`src/rtl/hazard_scoreboard_if.sv`:
```
// D-stage hazard bundle: decoded source/destination fields, forwarding data
// and the stall / forward-select results returned to the datapath.
interface hazard_scoreboard_if #(
  parameter int DW = 32,
  parameter int AW = 5,
  parameter int TW = 2
);
  logic [AW-1:0] d_rs;
  logic [AW-1:0] d_rt;
  logic          d_use_rs;
  logic          d_use_rt;
  logic [TW-1:0] d_tuse_rs;
  logic [TW-1:0] d_tuse_rt;
  logic          d_wr;
  logic [AW-1:0] d_rd;
  logic [TW-1:0] d_tnew;
  logic          d_md_start;
  logic          d_md_div;
  logic          d_md_use;
  logic          flush;
  logic [DW-1:0] grf_rs;
  logic [DW-1:0] grf_rt;
  logic [DW-1:0] e_res;
  logic [DW-1:0] m_res;
  logic [DW-1:0] w_res;
  logic          stall;
  logic [DW-1:0] d_rs_val;
  logic [DW-1:0] d_rt_val;
  logic [1:0]    e_rs_sel;
  logic [1:0]    e_rt_sel;
  logic          m_rt_sel;
  logic          md_busy;

  modport master (
    output d_rs, d_rt, d_use_rs, d_use_rt, d_tuse_rs, d_tuse_rt,
           d_wr, d_rd, d_tnew, d_md_start, d_md_div, d_md_use, flush,
           grf_rs, grf_rt, e_res, m_res, w_res,
    input  stall, d_rs_val, d_rt_val, e_rs_sel, e_rt_sel, m_rt_sel, md_busy
  );

  modport slave (
    input  d_rs, d_rt, d_use_rs, d_use_rt, d_tuse_rs, d_tuse_rt,
           d_wr, d_rd, d_tnew, d_md_start, d_md_div, d_md_use, flush,
           grf_rs, grf_rt, e_res, m_res, w_res,
    output stall, d_rs_val, d_rt_val, e_rs_sel, e_rt_sel, m_rt_sel, md_busy
  );
endinterface

```
`src/rtl/hazard_scoreboard.sv`:
```
// Stall/forward controller for a five-stage pipeline: tracks E/M/W destination
// slots with Tnew countdowns, plus a mult/div busy counter.
module hazard_scoreboard #(
  parameter int DW          = 32,
  parameter int AW          = 5,
  parameter int TW          = 2,
  parameter int MULT_CYCLES = 5,
  parameter int DIV_CYCLES  = 10
) (
  input logic                clk,
  input logic                reset_n,
  hazard_scoreboard_if.slave bus
);
  localparam int CW = $clog2(DIV_CYCLES + 1);

  // E slot
  logic          e_wr_reg;
  logic [AW-1:0] e_rd_reg;
  logic [AW-1:0] e_rs_reg;
  logic [AW-1:0] e_rt_reg;
  logic [TW-1:0] e_tnew_reg;
  // M slot
  logic          m_wr_reg;
  logic [AW-1:0] m_rd_reg;
  logic [AW-1:0] m_rt_reg;
  logic [TW-1:0] m_tnew_reg;
  // W slot
  logic          w_wr_reg;
  logic [AW-1:0] w_rd_reg;

  logic [CW-1:0] md_cnt_reg;

  // D fields with unused operands squashed to zero so they never match.
  logic [AW-1:0] d_rs_f;
  logic [AW-1:0] d_rt_f;
  logic [AW-1:0] d_rd_f;
  logic [TW-1:0] d_tnew_f;
  logic [TW-1:0] m_tnew_next;
  logic          md_busy;
  logic          md_stall;
  logic          advance;
  logic          stall;

  assign d_rs_f   = bus.d_use_rs ? bus.d_rs   : '0;
  assign d_rt_f   = bus.d_use_rt ? bus.d_rt   : '0;
  assign d_rd_f   = bus.d_wr     ? bus.d_rd   : '0;
  assign d_tnew_f = bus.d_wr     ? bus.d_tnew : '0;

  assign m_tnew_next = (e_tnew_reg == '0) ? '0 : e_tnew_reg - TW'(1);

  // Per-operand hazard detection and forwarding (index 0 = rs, 1 = rt).
  logic [AW-1:0] src      [2];
  logic          src_use  [2];
  logic [TW-1:0] src_tuse [2];
  logic [DW-1:0] src_grf  [2];
  logic [DW-1:0] src_val  [2];
  logic [AW-1:0] e_src    [2];
  logic [1:0]    e_sel    [2];
  logic [1:0]    src_stall;

  assign src[0]      = d_rs_f;
  assign src[1]      = d_rt_f;
  assign src_use[0]  = bus.d_use_rs;
  assign src_use[1]  = bus.d_use_rt;
  assign src_tuse[0] = bus.d_tuse_rs;
  assign src_tuse[1] = bus.d_tuse_rt;
  assign src_grf[0]  = bus.grf_rs;
  assign src_grf[1]  = bus.grf_rt;
  assign e_src[0]    = e_rs_reg;
  assign e_src[1]    = e_rt_reg;

  genvar gi;
  generate
    for (gi = 0; gi < 2; gi++) begin : g_src
      logic hit_e;
      logic hit_m;
      logic e_hit_m;
      logic e_hit_w;

      assign hit_e = (src[gi] != '0) && (src[gi] == e_rd_reg) && e_wr_reg;
      assign hit_m = (src[gi] != '0) && (src[gi] == m_rd_reg) && m_wr_reg;

      // A hazard stalls only if the value will not be ready by its use.
      assign src_stall[gi] = src_use[gi] &&
                             ((hit_e && (src_tuse[gi] < e_tnew_reg)) ||
                              (hit_m && (src_tuse[gi] < m_tnew_reg)));

      // W is not forwarded: the register file writes before it reads.
      assign src_val[gi] = hit_e ? bus.e_res :
                           hit_m ? bus.m_res : src_grf[gi];

      assign e_hit_m = (e_src[gi] != '0) && (e_src[gi] == m_rd_reg) && m_wr_reg;
      assign e_hit_w = (e_src[gi] != '0) && (e_src[gi] == w_rd_reg) && w_wr_reg;
      assign e_sel[gi] = e_hit_m ? 2'd1 : (e_hit_w ? 2'd2 : 2'd0);
    end
  endgenerate

  assign md_busy  = (md_cnt_reg != '0);
  assign md_stall = bus.d_md_use && md_busy;
  assign stall    = (|src_stall) || md_stall;
  assign advance  = !stall && !bus.flush;

  assign bus.stall    = stall;
  assign bus.md_busy  = md_busy;
  assign bus.d_rs_val = src_val[0];
  assign bus.d_rt_val = src_val[1];
  assign bus.e_rs_sel = e_sel[0];
  assign bus.e_rt_sel = e_sel[1];
  assign bus.m_rt_sel = (m_rt_reg != '0) && (m_rt_reg == w_rd_reg) && w_wr_reg;

  always_ff @(posedge clk or negedge reset_n) begin
    if (!reset_n) begin
      e_wr_reg   <= 1'b0;
      e_rd_reg   <= '0;
      e_rs_reg   <= '0;
      e_rt_reg   <= '0;
      e_tnew_reg <= '0;
      m_wr_reg   <= 1'b0;
      m_rd_reg   <= '0;
      m_rt_reg   <= '0;
      m_tnew_reg <= '0;
      w_wr_reg   <= 1'b0;
      w_rd_reg   <= '0;
      md_cnt_reg <= '0;
    end else begin
      w_wr_reg   <= m_wr_reg;
      w_rd_reg   <= m_rd_reg;
      m_wr_reg   <= e_wr_reg;
      m_rd_reg   <= e_rd_reg;
      m_rt_reg   <= e_rt_reg;
      m_tnew_reg <= m_tnew_next;
      if (advance) begin
        e_wr_reg   <= bus.d_wr;
        e_rd_reg   <= d_rd_f;
        e_rs_reg   <= d_rs_f;
        e_rt_reg   <= d_rt_f;
        e_tnew_reg <= d_tnew_f;
      end else begin
        e_wr_reg   <= 1'b0;
        e_rd_reg   <= '0;
        e_rs_reg   <= '0;
        e_rt_reg   <= '0;
        e_tnew_reg <= '0;
      end
      // The counter only loads when the mult/div really leaves D.
      if (advance && bus.d_md_start) begin
        md_cnt_reg <= bus.d_md_div ? CW'(DIV_CYCLES) : CW'(MULT_CYCLES);
      end else if (md_cnt_reg != '0) begin
        md_cnt_reg <= md_cnt_reg - CW'(1);
      end
    end
  end
endmodule

```
`src/flat_wrapper.sv`:
```
// flat-port wrapper written by rule: the top's interface ports become plain ports
module hazard_scoreboard_flat 
#(
  parameter int DW          = 32,
  parameter int AW          = 5,
  parameter int TW          = 2,
  parameter int MULT_CYCLES = 5,
  parameter int DIV_CYCLES  = 10
)
  (clk, reset_n, bus_d_rs, bus_d_rt, bus_d_use_rs, bus_d_use_rt, bus_d_tuse_rs, bus_d_tuse_rt, bus_d_wr, bus_d_rd, bus_d_tnew, bus_d_md_start, bus_d_md_div, bus_d_md_use, bus_flush, bus_grf_rs, bus_grf_rt, bus_e_res, bus_m_res, bus_w_res, bus_stall, bus_d_rs_val, bus_d_rt_val, bus_e_rs_sel, bus_e_rt_sel, bus_m_rt_sel, bus_md_busy);
  hazard_scoreboard_if #(.DW(DW), .AW(AW), .TW(TW)) bus_i ();
  input logic clk;
  input logic reset_n;
  input wire logic [$bits(bus_i.d_rs)-1:0] bus_d_rs;
  input wire logic [$bits(bus_i.d_rt)-1:0] bus_d_rt;
  input wire logic [$bits(bus_i.d_use_rs)-1:0] bus_d_use_rs;
  input wire logic [$bits(bus_i.d_use_rt)-1:0] bus_d_use_rt;
  input wire logic [$bits(bus_i.d_tuse_rs)-1:0] bus_d_tuse_rs;
  input wire logic [$bits(bus_i.d_tuse_rt)-1:0] bus_d_tuse_rt;
  input wire logic [$bits(bus_i.d_wr)-1:0] bus_d_wr;
  input wire logic [$bits(bus_i.d_rd)-1:0] bus_d_rd;
  input wire logic [$bits(bus_i.d_tnew)-1:0] bus_d_tnew;
  input wire logic [$bits(bus_i.d_md_start)-1:0] bus_d_md_start;
  input wire logic [$bits(bus_i.d_md_div)-1:0] bus_d_md_div;
  input wire logic [$bits(bus_i.d_md_use)-1:0] bus_d_md_use;
  input wire logic [$bits(bus_i.flush)-1:0] bus_flush;
  input wire logic [$bits(bus_i.grf_rs)-1:0] bus_grf_rs;
  input wire logic [$bits(bus_i.grf_rt)-1:0] bus_grf_rt;
  input wire logic [$bits(bus_i.e_res)-1:0] bus_e_res;
  input wire logic [$bits(bus_i.m_res)-1:0] bus_m_res;
  input wire logic [$bits(bus_i.w_res)-1:0] bus_w_res;
  output wire logic [$bits(bus_i.stall)-1:0] bus_stall;
  output wire logic [$bits(bus_i.d_rs_val)-1:0] bus_d_rs_val;
  output wire logic [$bits(bus_i.d_rt_val)-1:0] bus_d_rt_val;
  output wire logic [$bits(bus_i.e_rs_sel)-1:0] bus_e_rs_sel;
  output wire logic [$bits(bus_i.e_rt_sel)-1:0] bus_e_rt_sel;
  output wire logic [$bits(bus_i.m_rt_sel)-1:0] bus_m_rt_sel;
  output wire logic [$bits(bus_i.md_busy)-1:0] bus_md_busy;
  assign bus_i.d_rs = bus_d_rs;
  assign bus_i.d_rt = bus_d_rt;
  assign bus_i.d_use_rs = bus_d_use_rs;
  assign bus_i.d_use_rt = bus_d_use_rt;
  assign bus_i.d_tuse_rs = bus_d_tuse_rs;
  assign bus_i.d_tuse_rt = bus_d_tuse_rt;
  assign bus_i.d_wr = bus_d_wr;
  assign bus_i.d_rd = bus_d_rd;
  assign bus_i.d_tnew = bus_d_tnew;
  assign bus_i.d_md_start = bus_d_md_start;
  assign bus_i.d_md_div = bus_d_md_div;
  assign bus_i.d_md_use = bus_d_md_use;
  assign bus_i.flush = bus_flush;
  assign bus_i.grf_rs = bus_grf_rs;
  assign bus_i.grf_rt = bus_grf_rt;
  assign bus_i.e_res = bus_e_res;
  assign bus_i.m_res = bus_m_res;
  assign bus_i.w_res = bus_w_res;
  assign bus_stall = bus_i.stall;
  assign bus_d_rs_val = bus_i.d_rs_val;
  assign bus_d_rt_val = bus_i.d_rt_val;
  assign bus_e_rs_sel = bus_i.e_rs_sel;
  assign bus_e_rt_sel = bus_i.e_rt_sel;
  assign bus_m_rt_sel = bus_i.m_rt_sel;
  assign bus_md_busy = bus_i.md_busy;
  hazard_scoreboard #(.DW(DW), .AW(AW), .TW(TW), .MULT_CYCLES(MULT_CYCLES), .DIV_CYCLES(DIV_CYCLES)) u_core (.clk(clk), .reset_n(reset_n), .bus(bus_i));
endmodule
```
`config.mk`:
```
export PLATFORM = sky130hd
export DESIGN_NAME = hazard_scoreboard_flat
export DESIGN_NICKNAME = d
export VERILOG_FILES = /design/src/rtl/hazard_scoreboard_if.sv /design/src/rtl/hazard_scoreboard.sv /design/src/flat_wrapper.sv
export SDC_FILE = /design/constraint.sdc
export NUM_CORES = 1
export LEC_CHECK = 0
export BUFFER_PORTS_ARGS = -buffer_cell sky130_fd_sc_hd__buf_2
export CAP_MARGIN = 25
export CORE_MARGIN = 10
export CORE_UTILIZATION = 41
export DETAILED_ROUTE_END_ITERATION = 8
export PLACE_DENSITY_LB_ADDON = 0.15
export SLEW_MARGIN = 5
export SYNTH_ARGS = -nofsm -noshare
export SYNTH_HDL_FRONTEND = slang
export SYNTH_SLANG_ARGS = --single-unit
```
`constraint.sdc`:
```
create_clock -name clk -period 3.2 [get_ports clk]
set_clock_uncertainty 0.1 [all_clocks]
set_input_delay 0.32 -clock clk [delete_from_list [all_inputs] [get_ports clk]]
set_output_delay 0.32 -clock clk [all_outputs]
set_load 0.01 [all_outputs]
```
### Word level (Yosys, flattened, before mapping)

Index checks and enable logic that the tools add are counted.

* equality and inequality tests: 9
* muxes and demuxes: 21
* $lt $le $gt $ge: 4
* reductions and logical operators: 41
* add/sub/neg operators: 2

Operator list (count)
* 32-bit two-way mux: 4
* 5-bit equality test: 9
* 5-bit two-way mux: 6
* 1-bit logical AND: 27
* 5-bit nonzero test: 5
* 2-bit two-way mux: 7
* 4-bit two-way mux: 3
* 2-bit < comparator: 4
* 4-bit nonzero test: 1
* 4-bit by 1-bit subtractor with 4-bit output, second input constant: 1
* 1-bit logical OR: 3
* 1-bit logical NOT: 2
* 2-bit logical NOT: 1
* 2-bit nonzero test: 1
* 2-bit OR reduction: 1
* 2-bit by 1-bit subtractor with 2-bit output, second input constant: 1
* 1-bit two-way mux: 1

* output and inout port bits: 71
* register bits: 41
* logic and storage cells: 89
* input bits: 190

### Logic depth before layout (Yosys ltp)

Gate-level depths: netlist (run 1).

* depth after elaboration: 13
* depth in mapped cells: 9

### Worst setup path before layout (run 1)

OpenSTA, ideal clock, no wires.

* path kind: reg2out
* start: reg u_core.m_rd_reg[3]
* end: out bus_d_rs_val[10]
* stages on the path, launching flop included: 8
* data arrival time: 1.984 ns
* setup slack: 0.796 ns
* cell sequence: dfrtp_1 > clkbuf_1 > xnor2_1 > nand4_1 > a211oi_2 > buf_2 > mux2i_1 > a21oi_1

* word-level cells in the longest chain between the ends: 5

Ends and longest elaborated chain
* from (decl): line hazard_scoreboard.sv:24 `logic [AW-1:0] m_rd_reg;`
* from (signal assigned): line hazard_scoreboard.sv:129 `m_rd_reg <= e_rd_reg;`
* 5-bit equality test: line hazard_scoreboard.sv:81 `assign hit_m = (src[gi] != '0) && (src[gi] == m_rd_reg) && m_wr_reg;`
* 1-bit logical AND (2 in series): line hazard_scoreboard.sv:81
* 32-bit two-way mux: line hazard_scoreboard.sv:90 `hit_m ? bus.m_res : src_grf[gi];`
* 32-bit two-way mux: line hazard_scoreboard.sv:89 `assign src_val[gi] = hit_e ? bus.e_res :`
* to (decl): line flat_wrapper.sv:33 `output wire logic [$bits(bus_i.d_rs_val)-1:0] bus_d_rs_val;`

Every way passes these cells.

### Final worst setup path (run 1)

* start: reg u_core.e_rd_reg[2]
* end: out bus_d_rt_val[9]

* word-level cells in the longest chain between the ends: 4

Ends and longest elaborated chain
* from (decl): line hazard_scoreboard.sv:18 `logic [AW-1:0] e_rd_reg;`
* from (signal assigned): line hazard_scoreboard.sv:134 `e_rd_reg <= d_rd_f;`
* 5-bit equality test: line hazard_scoreboard.sv:80 `assign hit_e = (src[gi] != '0) && (src[gi] == e_rd_reg) && e_wr_reg;`
* 1-bit logical AND (2 in series): line hazard_scoreboard.sv:80
* 32-bit two-way mux: line hazard_scoreboard.sv:89
* to (decl): line flat_wrapper.sv:34 `output wire logic [$bits(bus_i.d_rt_val)-1:0] bus_d_rt_val;`

Every way passes these cells.

==> run metrics, run 1 <==
synth warn=0; Die Ht=112 µm; Congestion Overflow GR=0; layout cells sized above 1=0.403; DR iter-0 viols=185; f_max=357 MHz; H-tree Lvls=2; Synth Area in Simple Gates=0.205; GR Util All Layers=0.198; DRT antenna net count=0; std cell rows=33; Primary FF master, synth=dfrtp_1; Vias/cell=5.18; RSZ-0062 raised after global routing=false; ys async rst share=1.00; Area growth, synth to finish=38.5%; fin util=0.587; Seq. cell area=0.00103 mm²; crit path buf inv count=2; hold_buf cts=0; CP Depth=8; vias in the first global route=slightly above 4000; multi-input logic area=0.00235 mm²; Final Max Slew Viols=0; power density over the cells=306 mW/mm²; number of buffers created by CTS=5; dpl hpwl=11100 µm; final WL=13400 µm; pin count of the biggest net entering global routing=65; Worst VDD drop=0.237 mV; status=finished, final reports clean; Synth Area in Adders=0.0215; sequential cell area fraction in the yosys report=0.293; syn_nets=610; reg2reg end=u_core.e_rd_reg[4]; XOR/XNOR Fraction of Synth Area=0.103; multiplexer share of the synthesized area=0.195; final setup fails=0; initial antenna violation count=2; port bufs=228; crit-path leading delay family=simple AND/OR/NAND/NOR gates; final hold viol count=0; clk sinks=41; largest family of logic cells by synthesized area=simple AND/OR/NAND/NOR gates; Worst Path Max Fanout=43; Worst Setup SP=u_core.e_rd_reg[2]; CP max stage cell=dfrtp_1; critical path class=reg2out; Via Count=3805; Reg2Reg Setup Slack=between 0.5 and 0.6 ns; CTS max path bufs=2; complex-gate fraction of the synthesized area=0.139; syn avg cell area=8.45 µm²; CP Cell Sequence=nor4bb_1, a31o_2, a22o_1, nor3b_4, buf_4, nand2_1, o21ai_1, buf_2; synthesized area=about 0.0035 mm²; Worst setup endpoint=bus_d_rt_val[9]; EDFF count, synth=0; max_slew headroom=0.407; pre-CTS setup slack=0.437 ns; DRT Pass-1 Iters=5; Nets=823; final worst-path cycle share=0.875; Crit path arrival time=2.38 ns; I/O pin count=between 200 and 300; final hold slack=0.0553 ns; met2 wire length=6720 µm; count of different cell masters after synthesis=44; critical path startpoint category=flip-flop; die area=0.0126 mm²; PostCTS Resize Cnt=0; element type at the critical path end=output pin; Die Wd=about 110 µm; min Tclk post-route=2.80 ns; CP peak stage delay=0.46 ns; Static Leak=about 2.6 nW; Fin Setup TNS=0 ns; reg2reg start=u_core.e_rd_reg[3]; Post-Synthesis Cells=414; Top Metal Used=met4; Hold Path Class=in2async; Critical Path RT=2.78 ns; met3 wire len=1120 µm; core area=0.00826 mm²; global-route wire length before repair=21100 µm; Worst-path clk slew=0.08 ns; Root Driver=clkbuf_8; Reg2Reg Depth=6; Least-Margin Pin Slew=0.889 ns; #FFs+latches synth=41; final worst setup slack=around 0.4 ns; Initial Util=0.424; GP Congestion=roughly 0.88; Max Cap Violations=0; Post-CTS Setup Bufs=0; fill count=roughly 800; Metal-1 WL=5320 µm; WL per Instance=18.2 µm; DRC=0; TritonCTS clock tree=built; latest clock arrival within the worst-skew pair=0.29 ns
stage by stage:
step           power [mW]  cells  area, µm²
2_1_floorplan       0.912    414       3500
3_3_place_gp         1.13    725       4740
5_1_grt              1.59    734       4840
6_report             1.48    735       4850
3_5_place_dp         1.15    725       4740
4_1_cts              1.50    733       4840
routing by layer:
layer,vias up,track usage
met4,0,0.0423
met5,-,0
li1,1895,-
met1,1748,0.225
met3,14,0.0719
met2,148,0.348
cell usage after synthesis (2+ instances only):
cell type / n / share of area
mux2i_1: 66 / 0.19
nor2_1: 43 / 0.046
dfrtp_1: 41 / 0.29
nand2_1: 40 / 0.043
a21oi_1: 37 / 0.053
o21ai_1: 32 / 0.046
xnor2_1: 30 / 0.075
and3_1: 19 / 0.034
clkbuf_1: 17 / 0.018
xor2_1: 11 / 0.028
nand4_1: 9 / 0.016
buf_2: 7 / 0.010
ha_1: 6 / 0.021
nor4_1: 6 / 0.011
inv_1: 4 / 0.0043
nand2b_1: 4 / 0.0072
and2_1: 3 / 0.0054
buf_4: 3 / 0.0064
nand3_1: 3 / 0.0043
nor3_1: 3 / 0.0043
o21ai_0: 3 / 0.0043
or4_1: 3 / 0.0064
mux2_1: 2 / 0.0064
nor4bb_1: 2 / 0.0057
cell usage in the layout, fill, tap and decap left out, drive strengths merged, types with 2 or more instances in the layout:
cell type	Yosys	routed
a21oi	37	37
and2	3	3
and3	19	19
buf	12	235
clkbuf	17	6
clkinv	0	2
dfrtp	41	41
diode	0	2
ha	6	6
inv	4	4
mux2	2	2
mux2i	66	66
nand2	40	40
nand2b	4	4
nand3	3	3
nand4	9	9
nor2	43	43
nor3	3	3
nor4	6	6
nor4bb	2	2
o21ai	36	36
or4	4	4
xnor2	30	30
xor2	11	11
power breakdown:
part	total [mW]	internal, mW	switching (mW)	leakage [nW]
Sequential	0.619	0.568	0.0517	0.554
Combinational	0.516	0.261	0.255	1.99
Clock	0.347	0.175	0.172	0.0512
logic make-up (layout without fill, tap and decap cells):
logic type,Yosys count,in the layout
flops,41,41
other cells,0,2
simple gates,142,142
buf+inv,33,247
compound gates,83,83
mux,68,68
xor+xnor,41,41
fa+ha+maj,6,6
worst min-delay path by stage:
| stage | slack (ns) | end | startpoint |
|---|---|---|---|
| global route | 0.12 | u_core.m_rt_reg[0] | reset_n |
| finish | 0.06 | u_core.m_rt_reg[0] | reset_n |
| floorplan | -0.08 | u_core.e_rd_reg[0] | reset_n |
| global placement | 0.31 | u_core.m_wr_reg | u_core.e_wr_reg |
| CTS | 0.09 | u_core.w_rd_reg[1] | reset_n |
| detailed placement | 0.32 | u_core.m_wr_reg | u_core.e_wr_reg |
cell type report:
type / count / share of cell area
Antenna cell: 2 / 0.00103
Timing Repair Buffer: 235 / 0.251
Clock buffer: 6 / 0.0170
Inverter: 4 / 0.00310
Sequential cell: 41 / 0.212
Multi-Input combinational cell: 340 / 0.486
Clock inverter: 2 / 0.00284
Tap cell: 105 / 0.0271
No activity file was read; power rests on OpenSTA's default activity.
==> run 2, diff against run 1 <==
CORE_UTILIZATION = 30   (was 41)
HOLD_SLACK_MARGIN = 0.12   (was unset)
==> run 2 against run 1 <==
Effect of this change:
- final cell count is 5.0% higher
- fmax fell by 1.9%
- register-to-register slack improved by 0.22 ns
==> run metrics, run 2 (synthesis gave the netlist of run 1 again) <==
Die Wd=128 µm (+14%); CP max stage cell=dfrtp_1; Reg2Reg Setup Slack=0.73 ns (+0.22 ns); Critical Path RT=2.78 ns (about the same); Worst Path Max Fanout=32 (-26%); I/O pin count=261 (unchanged); pin count of the biggest net entering global routing=65 (unchanged); reg2reg end=u_core.e_tnew_reg[0]; DRC=0 (unchanged); TritonCTS clock tree=built; Root Driver=clkbuf_16; crit-path leading delay family=compound AO/OA/AOI/OAI gates; min Tclk post-route=2.86 ns (+0.0553 ns); DRT antenna net count=0 (unchanged); commonest non-fill, non-tap cell in the layout=buf_2; final setup fails=0 (unchanged); WL per Instance=17.3 µm (-5.1%); Congestion Overflow GR=0 (unchanged); final instance area=0.00496 mm² (+2.5%); vias in the first global route=4058 (+0.55%); Worst Setup SP=u_core.m_rd_reg[2]; CP Depth=7 (-1); number of buffers created by CTS=5 (unchanged); final hold viol count=0 (unchanged); Fin Setup TNS=0 ns (unchanged); global-route wire length before repair=20800 µm (-1.5%); Max Cap Violations=0 (unchanged); Vias/cell=4.91 (-5.1%); final WL=13300 µm (-0.30%); max_slew headroom=0.393 (-0.0144); fill count=1167 (+48%); layout cells sized above 1=0.401 (-0.00159); DRT Pass-1 Iters=4 (-1); Die Ht=128 µm (+14%); element type at the critical path end=output pin; core area=0.0114 mm² (+38%); GR Util All Layers=0.152 (-0.0461); Static Leak=2.62 nW (+1.1%); f_max=350 MHz (-1.9%); CTS max path bufs=2 (unchanged); Area growth, synth to finish=41.9%; Hold Path Class=in2reg; power density over the cells=325 mW/mm² (+6.3%); Final Max Slew Viols=0 (unchanged); dpl cell area=0.00481 mm² (+1.4%); Layout Cells excl Fill=772 (+5.0%); critical path startpoint category=flip-flop; fin util=0.435 (-0.152); CP peak stage delay=0.49 ns (+0.03 ns); reg2reg start=u_core.e_rd_reg[3]; die area=0.0164 mm² (+30%); Crit path arrival time=2.44 ns (+0.06 ns); Initial Util=0.306 (-0.117); Worst setup endpoint=bus_d_rs_val[31]; Worst VDD drop=0.263 mV (+11%); initial antenna violation count=0 (-2); CP Cell Sequence=and4bb_1, a22oi_1, a211oi_4, buf_12, mux2i_1, a21oi_1, buf_2; Worst-path clk slew=0.06 ns (-0.02 ns); GP Congestion=0.826 (-6.5%); commonest non-fill, non-tap cells in the layout=228 x buf_2, 66 x mux2i_1, 43 x nor2_1, 41 x dfrtp_1, 39 x nand2_1; crit path buf inv count=2 (unchanged); Via Count=3791 (-0.37%); RSZ-0062 raised after global routing=false; latest clock arrival within the worst-skew pair=0.28 ns (about the same); Placed Cells=762 (+5.1%); Post-CTS Setup Bufs=0 (unchanged); clk sinks=41 (unchanged); Reg2Reg Depth=8 (+2); critical path class=reg2out; status=finished, final reports clean; dpl hpwl=11000 µm (-0.61%); Nets=823 (unchanged); H-tree Lvls=2 (unchanged); DR iter-0 viols=176 (-4.9%); port bufs=228 (unchanged); Least-Margin Pin Slew=0.911 ns (+0.0216 ns); std cell rows=39 (+18%); final worst-path cycle share=0.893 (+0.0173)
[run 2: changes by cell type in the layout (fill, tap and decap cells not counted)]
cell           delta
clkinvlp_4        +1
dlygate4sd3_1     +1
buf_12            +2
clkbuf_16         +5
clkinv_4          -1
buf_4             -3
clkbuf_8          -6
diode_2           -1
clkinv_2          +1
[run 2: stage by stage]
step                      setup slack (ns)  power [mW]  hold slack (ns)
after detailed placement             0.469        1.15            0.307
after CTS                            0.306        1.64            0.146
after global routing                 0.164        1.73            0.170
after floorplan                      0.796       0.912          -0.0756
final                                0.343        1.61            0.148
after global placement               0.473        1.14            0.304
[run 2: layout make-up]
cell class,count,area (µm²),area share
Multi-Input combinational cell,340,2350,0.474
Timing Repair Buffer,235,1250,0.251
Sequential cell,41,1030,0.207
Tap cell,143,179,0.0360
Clock buffer,5,125,0.0252
Clock inverter,3,17.5,0.00353
Inverter,4,15.0,0.00302
Antenna cell,1,2.50,0.000504
[run 2: worst min path at each step]
stage	startpoint	end	slack, ns	cells after the start
final	bus_d_md_div	u_core.md_cnt_reg[2]	0.15	2
after global routing	bus_d_md_div	u_core.md_cnt_reg[0]	0.17	2
after CTS	bus_d_md_div	u_core.md_cnt_reg[2]	0.15	2
after detailed placement	u_core.e_wr_reg	u_core.m_wr_reg	0.31	0
after global placement	u_core.e_wr_reg	u_core.m_wr_reg	0.30	0
after floorplan	reset_n	u_core.e_rd_reg[0]	-0.08	0
[run 2: routing by layer]
| metal | track usage | vias to the layer above | wire [µm] |
|---|---|---|---|
| li1 | - | 1900 | - |
| met1 | 0.175 | 1739 | 5350 |
| met2 | 0.271 | 140 | 6770 |
| met3 | 0.0488 | 12 | 1050 |
| met4 | 0.0258 | 0 | 151 |
| met5 | 0 | - | 0 |
[run 2: repair_timing]
action | CTS | global route
gates resized for setup | 0 | 0
hold buffers | 1 | 0
endpoints found under the hold margin | 41 | 0
[run 2: report_power, final]
part           internal, mW  leakage (nW)  switching [mW]  total [mW]
Clock                 0.286        0.0696           0.195       0.481
Combinational         0.262          2.00           0.250       0.513
Sequential            0.569         0.554          0.0513       0.620
Total                  1.12          2.62           0.497        1.61
